**config.mk**
```make
export PLATFORM = sky130hd
export DESIGN_NAME = mem_port_arbiter
export DESIGN_NICKNAME = d
export VERILOG_FILES = /design/src/rtl/mem_port_arbiter.sv
export SDC_FILE = /design/constraint.sdc
export NUM_CORES = 1
export LEC_CHECK = 0
export CAP_MARGIN = 10
export CORE_AREA = 5 5 104 106
export CTS_CLUSTER_DIAMETER = 50
export CTS_CLUSTER_SIZE = 40
export DETAILED_ROUTE_END_ITERATION = 6
export DIE_AREA = 0 0 109 111
export GPL_TIMING_DRIVEN = 0
export PLACE_DENSITY = 0.75
export SLEW_MARGIN = 10
export SYNTH_ARGS = -nofsm -noshare
export SYNTH_HDL_FRONTEND = slang
export SYNTH_SLANG_ARGS = --single-unit
```
**constraint.sdc**
```tcl
create_clock -name clk -period 2 [get_ports clk]
set_input_delay 0.4 -clock clk [delete_from_list [all_inputs] [get_ports clk]]
set_output_delay 0.4 -clock clk [all_outputs]
set_load 0.05 [all_outputs]
```
**src/rtl/mem_port_arbiter.sv**
```systemverilog
// Shares one single-port synchronous memory between instruction fetch and load/store.
// Data accesses win, fetch starvation is bounded, and read responses are routed back by owner tag.
module mem_port_arbiter #(
  parameter int ADDR_W     = 32,
  parameter int DATA_W     = 32,
  parameter int RD_LAT     = 1,
  parameter int STARVE_MAX = 4
) (
  input  logic                clk,
  input  logic                reset_n,
  input  logic                if_req,
  input  logic [ADDR_W-1:0]   if_addr,
  output logic                if_gnt,
  output logic                if_rvalid,
  output logic [DATA_W-1:0]   if_rdata,
  input  logic                dm_req,
  input  logic                dm_we,
  input  logic [DATA_W/8-1:0] dm_be,
  input  logic [ADDR_W-1:0]   dm_addr,
  input  logic [DATA_W-1:0]   dm_wdata,
  output logic                dm_gnt,
  output logic                dm_rvalid,
  output logic [DATA_W-1:0]   dm_rdata,
  output logic                mem_en,
  output logic                mem_we,
  output logic [DATA_W/8-1:0] mem_be,
  output logic [ADDR_W-1:0]   mem_addr,
  output logic [DATA_W-1:0]   mem_wdata,
  input  logic [DATA_W-1:0]   mem_rdata
);

  localparam logic [3:0] STARVE_LIM = 4'(STARVE_MAX);

  typedef enum logic {
    OWN_IF = 1'b0,
    OWN_DM = 1'b1
  } owner_e;

  typedef struct packed {
    logic   valid;
    owner_e owner;
  } tag_t;

  logic [3:0] starve_cnt;
  tag_t       tag_pipe [RD_LAT];
  tag_t       tag_out;
  logic       rd_grant;

  // Grants are held low during reset so nothing reaches the memory before release.
  // NOTE: every signal written in an always_comb gets a default first, so no path can infer a latch.
  always_comb begin
    if_gnt = 1'b0;
    dm_gnt = 1'b0;
    if (reset_n) begin
      if (dm_req && !(if_req && starve_cnt == STARVE_LIM)) begin
        dm_gnt = 1'b1;
      end else if (if_req) begin
        if_gnt = 1'b1;
      end
    end
  end

  always_comb begin
    mem_en    = if_gnt | dm_gnt;
    mem_we    = dm_gnt & dm_we;
    mem_be    = '0;
    mem_addr  = '0;
    mem_wdata = '0;
    if (dm_gnt) begin
      mem_addr  = dm_addr;
      mem_wdata = dm_wdata;
      mem_be    = dm_we ? dm_be : '1;
    end else if (if_gnt) begin
      mem_addr = if_addr;
      mem_be   = '1;
    end
  end

  // Counts consecutive cycles fetch has lost to a data access; saturates at the limit.
  // NOTE: sequential state uses non-blocking assignments so every register samples pre-edge values.
  always_ff @(posedge clk or negedge reset_n) begin
    if (!reset_n) begin
      starve_cnt <= '0;
    end else if (!if_req || if_gnt) begin
      starve_cnt <= '0;
    end else if (dm_gnt && starve_cnt != STARVE_LIM) begin
      starve_cnt <= starve_cnt + 4'd1;
    end
  end

  assign rd_grant = mem_en & ~mem_we;

  // NOTE: the tag pipeline is reset, unlike a data RAM, because a stale valid bit would emit a phantom response.
  always_ff @(posedge clk or negedge reset_n) begin
    if (!reset_n) begin
      for (int i = 0; i < RD_LAT; i++) begin
        tag_pipe[i] <= '0;
      end
    end else begin
      tag_pipe[0].valid <= rd_grant;
      tag_pipe[0].owner <= dm_gnt ? OWN_DM : OWN_IF;
      for (int i = 1; i < RD_LAT; i++) begin
        tag_pipe[i] <= tag_pipe[i-1];
      end
    end
  end

  assign tag_out   = tag_pipe[RD_LAT-1];
  assign if_rvalid = tag_out.valid && (tag_out.owner == OWN_IF);
  assign dm_rvalid = tag_out.valid && (tag_out.owner == OWN_DM);
  assign if_rdata  = if_rvalid ? mem_rdata : '0;
  assign dm_rdata  = dm_rvalid ? mem_rdata : '0;

endmodule

```
**Yosys cells after proc, flatten, opt, wreduce, memory -nomap -nowiden**

Index checks and enable logic that the tools add are counted.

- Flip-flop bits (word level): 6
- Input bits: 137
- Output and inout port bits: 138
- Word-level logic and storage cells: 36

- Add/sub/neg operators: 1
- Equal/unequal tests: 2
- Multiplexer cells: 16
- Bitwise operators: 5
- Reductions and logical operators: 9

Operator list:

| operator | count |
|---|---|
| $mux W32 | 5 |
| $mux W4 | 5 |
| $mux W1 | 6 |
| $logic_and A1 B1 Y1 | 5 |
| $add A4 B1 Y4 const B | 1 |
| $eq A4 B3 Y1 const B | 1 |
| $ne A4 B3 Y1 const B | 1 |
| $and A1 B1 Y1 | 2 |
| $logic_not A1 Y1 | 2 |
| $not A1 Y1 | 2 |
| $reduce_bool A2 Y1 | 1 |
| $logic_or A1 B1 Y1 | 1 |
| $or A1 B1 Y1 | 1 |

**Longest topological paths before layout**

- Depth in word-level cells: 9
- Mapped depth: 8
- Depth with buffers taken out: 5

**Least setup slack after synthesis**

Ideal clock, no wire load.

- Path kind: reg-to-output
- From: reg starve_cnt[0]
- To: out mem_wdata[14]
- Data arrival time: 1880 ps
- Data required time: 1600 ps
- Setup slack: -280 ps
- Stages on the path, launching flop included: 9
- Cells stage by stage: dfrtp_1 -> inv_1 -> ha_1 -> and3b_1 -> buf_6 -> a21oi_2 -> buf_4 -> buf_6 -> and2_1

- Cells in the longest elaborated chain, start to end: 7

Ends and longest elaborated chain:

| what | line | RTL |
|---|---|---|
| start, declared | 44 | `logic [3:0] starve_cnt;` |
| start signal, assigned | 87 | `starve_cnt <= starve_cnt + 4'd1;` |
| $eq A4 B3 Y1 | 55 | `if (dm_req && !(if_req && starve_cnt == STARVE_LIM)) begin` |
| $logic_and A1 B1 Y1 | 55 |  |
| $logic_not A1 Y1 | 55 |  |
| $logic_and A1 B1 Y1 | 55 |  |
| $mux W1 | 55 |  |
| $mux W1 | 54 | `if (reset_n) begin` |
| named net dm_gnt | 21 | `output logic dm_gnt,` |
| $mux W32 | 69 | `if (dm_gnt) begin` |
| end, declared | 28 | `output logic [DATA_W-1:0] mem_wdata,` |

The timed path passes the listed nets, and every way through them passes these cells.

**Worst setup path after layout**

- From: reg starve_cnt[1]
- To: out mem_addr[6]

- Cells in the longest elaborated chain, start to end: 8

Ends and longest elaborated chain:

| what | line | RTL |
|---|---|---|
| $eq A4 B3 Y1 (*) | 55 |  |
| $logic_and A1 B1 Y1 (*) | 55 |  |
| $logic_not A1 Y1 (*) | 55 |  |
| $logic_and A1 B1 Y1 (*) | 55 |  |
| $mux W1 | 55 |  |
| $mux W1 | 54 |  |
| $mux W32 | 73 | `end else if (if_gnt) begin` |
| $mux W32 (*) | 69 |  |
| end, declared | 27 | `output logic [ADDR_W-1:0] mem_addr,` |

Every way passes the cells marked *; elsewhere a longest branch is shown, timed or not.

==> flow_summary.yaml <==
critical_path:
  timing.critical_path.arrival_ns: 1.96
  critical_path.endpoint_type: "output port"
  crit_path_frequent_cell: "buf_6"
  critPathTopFamily: "buffers and inverters"
  crit_path_cell_trace: "inv_2, ha_4, and3b_1, buf_6, a21oi_4, buf_6, buf_6, buf_6, a22o_4, buf_8"
  critical_path.max_fanout: 5
  critPathLaunchType: "flip-flop"
  critPathRequiredTime_ns: 1.60
  path_buf_inv: 6
  cpMaxStageDelayCell: "dfrtp_1"
  worst-setup-path-type: "reg2out"
  critical_path.max_stage_delay_ns: 0.39
timing:
  final.min_clock_period_ns: 2.36
  drv_slew: 0
  fin_ws_ns: -0.362
  rsz_0062_raised_after_global_routing: "true"
  final.setup.tns_ns: -22.47
  timing.max_slew.rel_slack_pct: 66.7
  timing.final.crit_share_pct: 118
  setup-violations-final: 71
  finalHoldViolations: 0
  max_freq_mhz: 423
  skew_ns: 0.00317
  tightestPinTransition_ns: 0.501
run_status:
  status: "complete, but fails checks"
  failing_checks: "negative setup slack"
floorplanning:
  dieArea_um2: 12100
  initial_core_util_pct: 14.7
  num_rows: 36
  die-width_um: 109
  floorplan.core_area_um2: 9680
  die_height_um: 111
  io_pins: 275
synthesis:
  postSynthNetCount: 334
  post_synth.cell_area_avg_um2: 7.31
  post-synth-top-area-fraction_pct: 29.4
  synth.distinct_cells: 26
  synthesis.instances: 195
  netlist_top_cells_area: "and2_1 29%, a22o_1 20%, and3_1 14%, dfrtp_1 11%, buf_6 4.7%"
  synth_warnings: 0
  seq_area_frac_synth_pct: 10.5
  yosys.area.top_type: "and2_1"
  postSynthRegisterBits: 6
  area_of_the_mapped_netlist_um2: 1430
finish:
  fin_util_pct: 51.5
  insertedDiodeCount: 0
  layout_cells_sized_above_1_pct: 52.3
  syn_to_final_growth_pct: 250
  n_fill_cell: 901
  layout.cells.most_common: "clkdlybuf4s50_1"
  leading_cell_types_in_the_layout_fill_and_taps_excluded: "133 x clkdlybuf4s50_1, 46 x buf_6, 34 x and2_1"
  final_net_count: 629
cts:
  clk_latency_ns: 0.23
  cts_made_buffers: 3
  tritoncts: "built"
  cts_buffer_depth: 2
  cts-htree-levels: 1
  cts.reportedPaths.clkPinSlew_ns: 0.04
  clock-sinks: 6
  post_cts_hold_buffer_count: 0
  cts_root_buffer: "clkbuf_8"
drt:
  drt_first_iter_violations: 85
  ratio_of_routed_vias_to_standard_cells: 4.25
  drc: 0
  antenna_left: 0
  route.final.wire_length_mm: 10.6
  detailedRoute.firstPassIterationCount: 4
  drt-wirelength-per-cell_um: 17.1
  route.vias.total: 2640
global_routing:
  grt_overflow: 0
  number_of_global_route_vias_before_repair: 2759
  maximum_number_of_pins_on_one_net_before_global_route_repair: 12
  grt_pass1_wl_mm: 15.5
  antenna_violations_before_repair: 0
  track_usage_pct: 16.2
pwr:
  power_density_over_the_cells_nw_per_um2: 329
  p_total_w: 0.00164
  peakVddDrop_v: 0.000151
  power_leakage_nw: 2.35
placed_design:
  io_buffers: 274
  routabilityCongestion: 0.858
  hpwlAfterDp_mm: 9.27
  place_worst_setup_slack_ns: -1.72
flow_run:
  maxCapViolations: 0
hold_path:
  min-delay-path-class: "in2async"
==> final timing paths <==
check | start | to | slack (ns) | cells after the start
min | reset_n | starve_cnt[2] | 0.09 | 1
min reg2reg | starve_cnt[3] | starve_cnt[3] | 0.61 | 2
max | starve_cnt[1] | mem_addr[6] | -0.36 | 10
max in group asynchronous | reset_n | tag_out[0] | 1.72 | 1
max reg2reg | starve_cnt[1] | starve_cnt[3] | 0.20 | 8
min in group clk | if_req | starve_cnt[0] | 0.58 | 2
==> flip-flops by register name (all words and copies together), names as in the netlist <==
| signal | flops |
|---|---|
| tag_out | 2 |
| starve_cnt | 4 |
==> stage by stage <==
step                hold slack, ns  cells  instance area (um2)
global placement             0.559    602                 4560
detailed placement           0.607    602                 4560
floorplan                    0.104    195                 1660
finish                      0.0942    621                 4990
CTS                          0.104    615                 4850
global route                 0.109    621                 4990
==> power breakdown <==
group	switching, W	internal [W]
registers	0.00000726	0.000127
logic	0.000702	0.000620
clock network	0.0000562	0.000130
total	0.000765	0.000877
==> cells in the mapped netlist <==
cell / instances
nor2b_1: 5
and2_1: 67
dfrtp_1: 6
nor3_1: 2
o22ai_1: 2
a21o_1: 1
a21boi_1: 2
and3b_1: 1
o21bai_1: 3
buf_4: 2
inv_1: 4
o211a_1: 1
ha_1: 2
nor2_1: 1
nand2_1: 2
a22o_1: 32
or4_1: 1
nand3_1: 2
and3_1: 32
a21oi_2: 1
buf_2: 4
clkbuf_1: 10
o21a_1: 3
buf_6: 6
a31oi_1: 1
nand2b_1: 2
==> what timing repair did <==
| item | in CTS | in global routing |
|---|---|---|
| endpoints found under the setup margin | 141 | 126 |
| buffers inserted | 10 | 6 |
| pin swaps | 4 | 2 |
| gates resized for setup | 804 | 45 |
==> worst reg2reg max path, delay by kind of cell (launching register included) <==
kind | cells | cell delay, ns
buf+inv | 4 | 0.45
compound gates | 1 | 0.14
flops | 1 | 0.36
simple gates | 2 | 0.63
fa+ha+maj | 1 | 0.15
==> final cells by class <==
cell class / instances / area (um2) / share of cell area, %
Timing Repair Buffer: 290 / 3030 / 60.8
Sequential cell: 6 / 153 / 3.06
Clock buffer: 3 / 41.3 / 0.828
Inverter: 4 / 15.0 / 0.301
Multi-Input combinational cell: 163 / 1380 / 27.7
Tap cell: 133 / 166 / 3.34
Buffer: 22 / 196 / 3.94
==> kinds of logic after synthesis <==
| family | after synthesis | share of synthesized area (%) |
|---|---|---|
| AO/OA/AOI/OAI | 46 | 27.0 |
| adder cells (fa/ha/maj) | 2 | 1.75 |
| buffers and inverters | 26 | 10.9 |
| flip-flops | 6 | 10.5 |
| AND/OR/NAND/NOR | 115 | 49.8 |
==> routing by layer <==
metal	global-route usage, %	wire length (um)	vias to the layer above	part of all wire, %
met5	0	0	-	0
met4	2.78	97	0	0.91
met3	5.59	1390	8	13
met2	34.0	6010	171	56
met1	14.1	3140	1175	30
li1	-	-	1286	-
(Power assumes the default switching activity.)
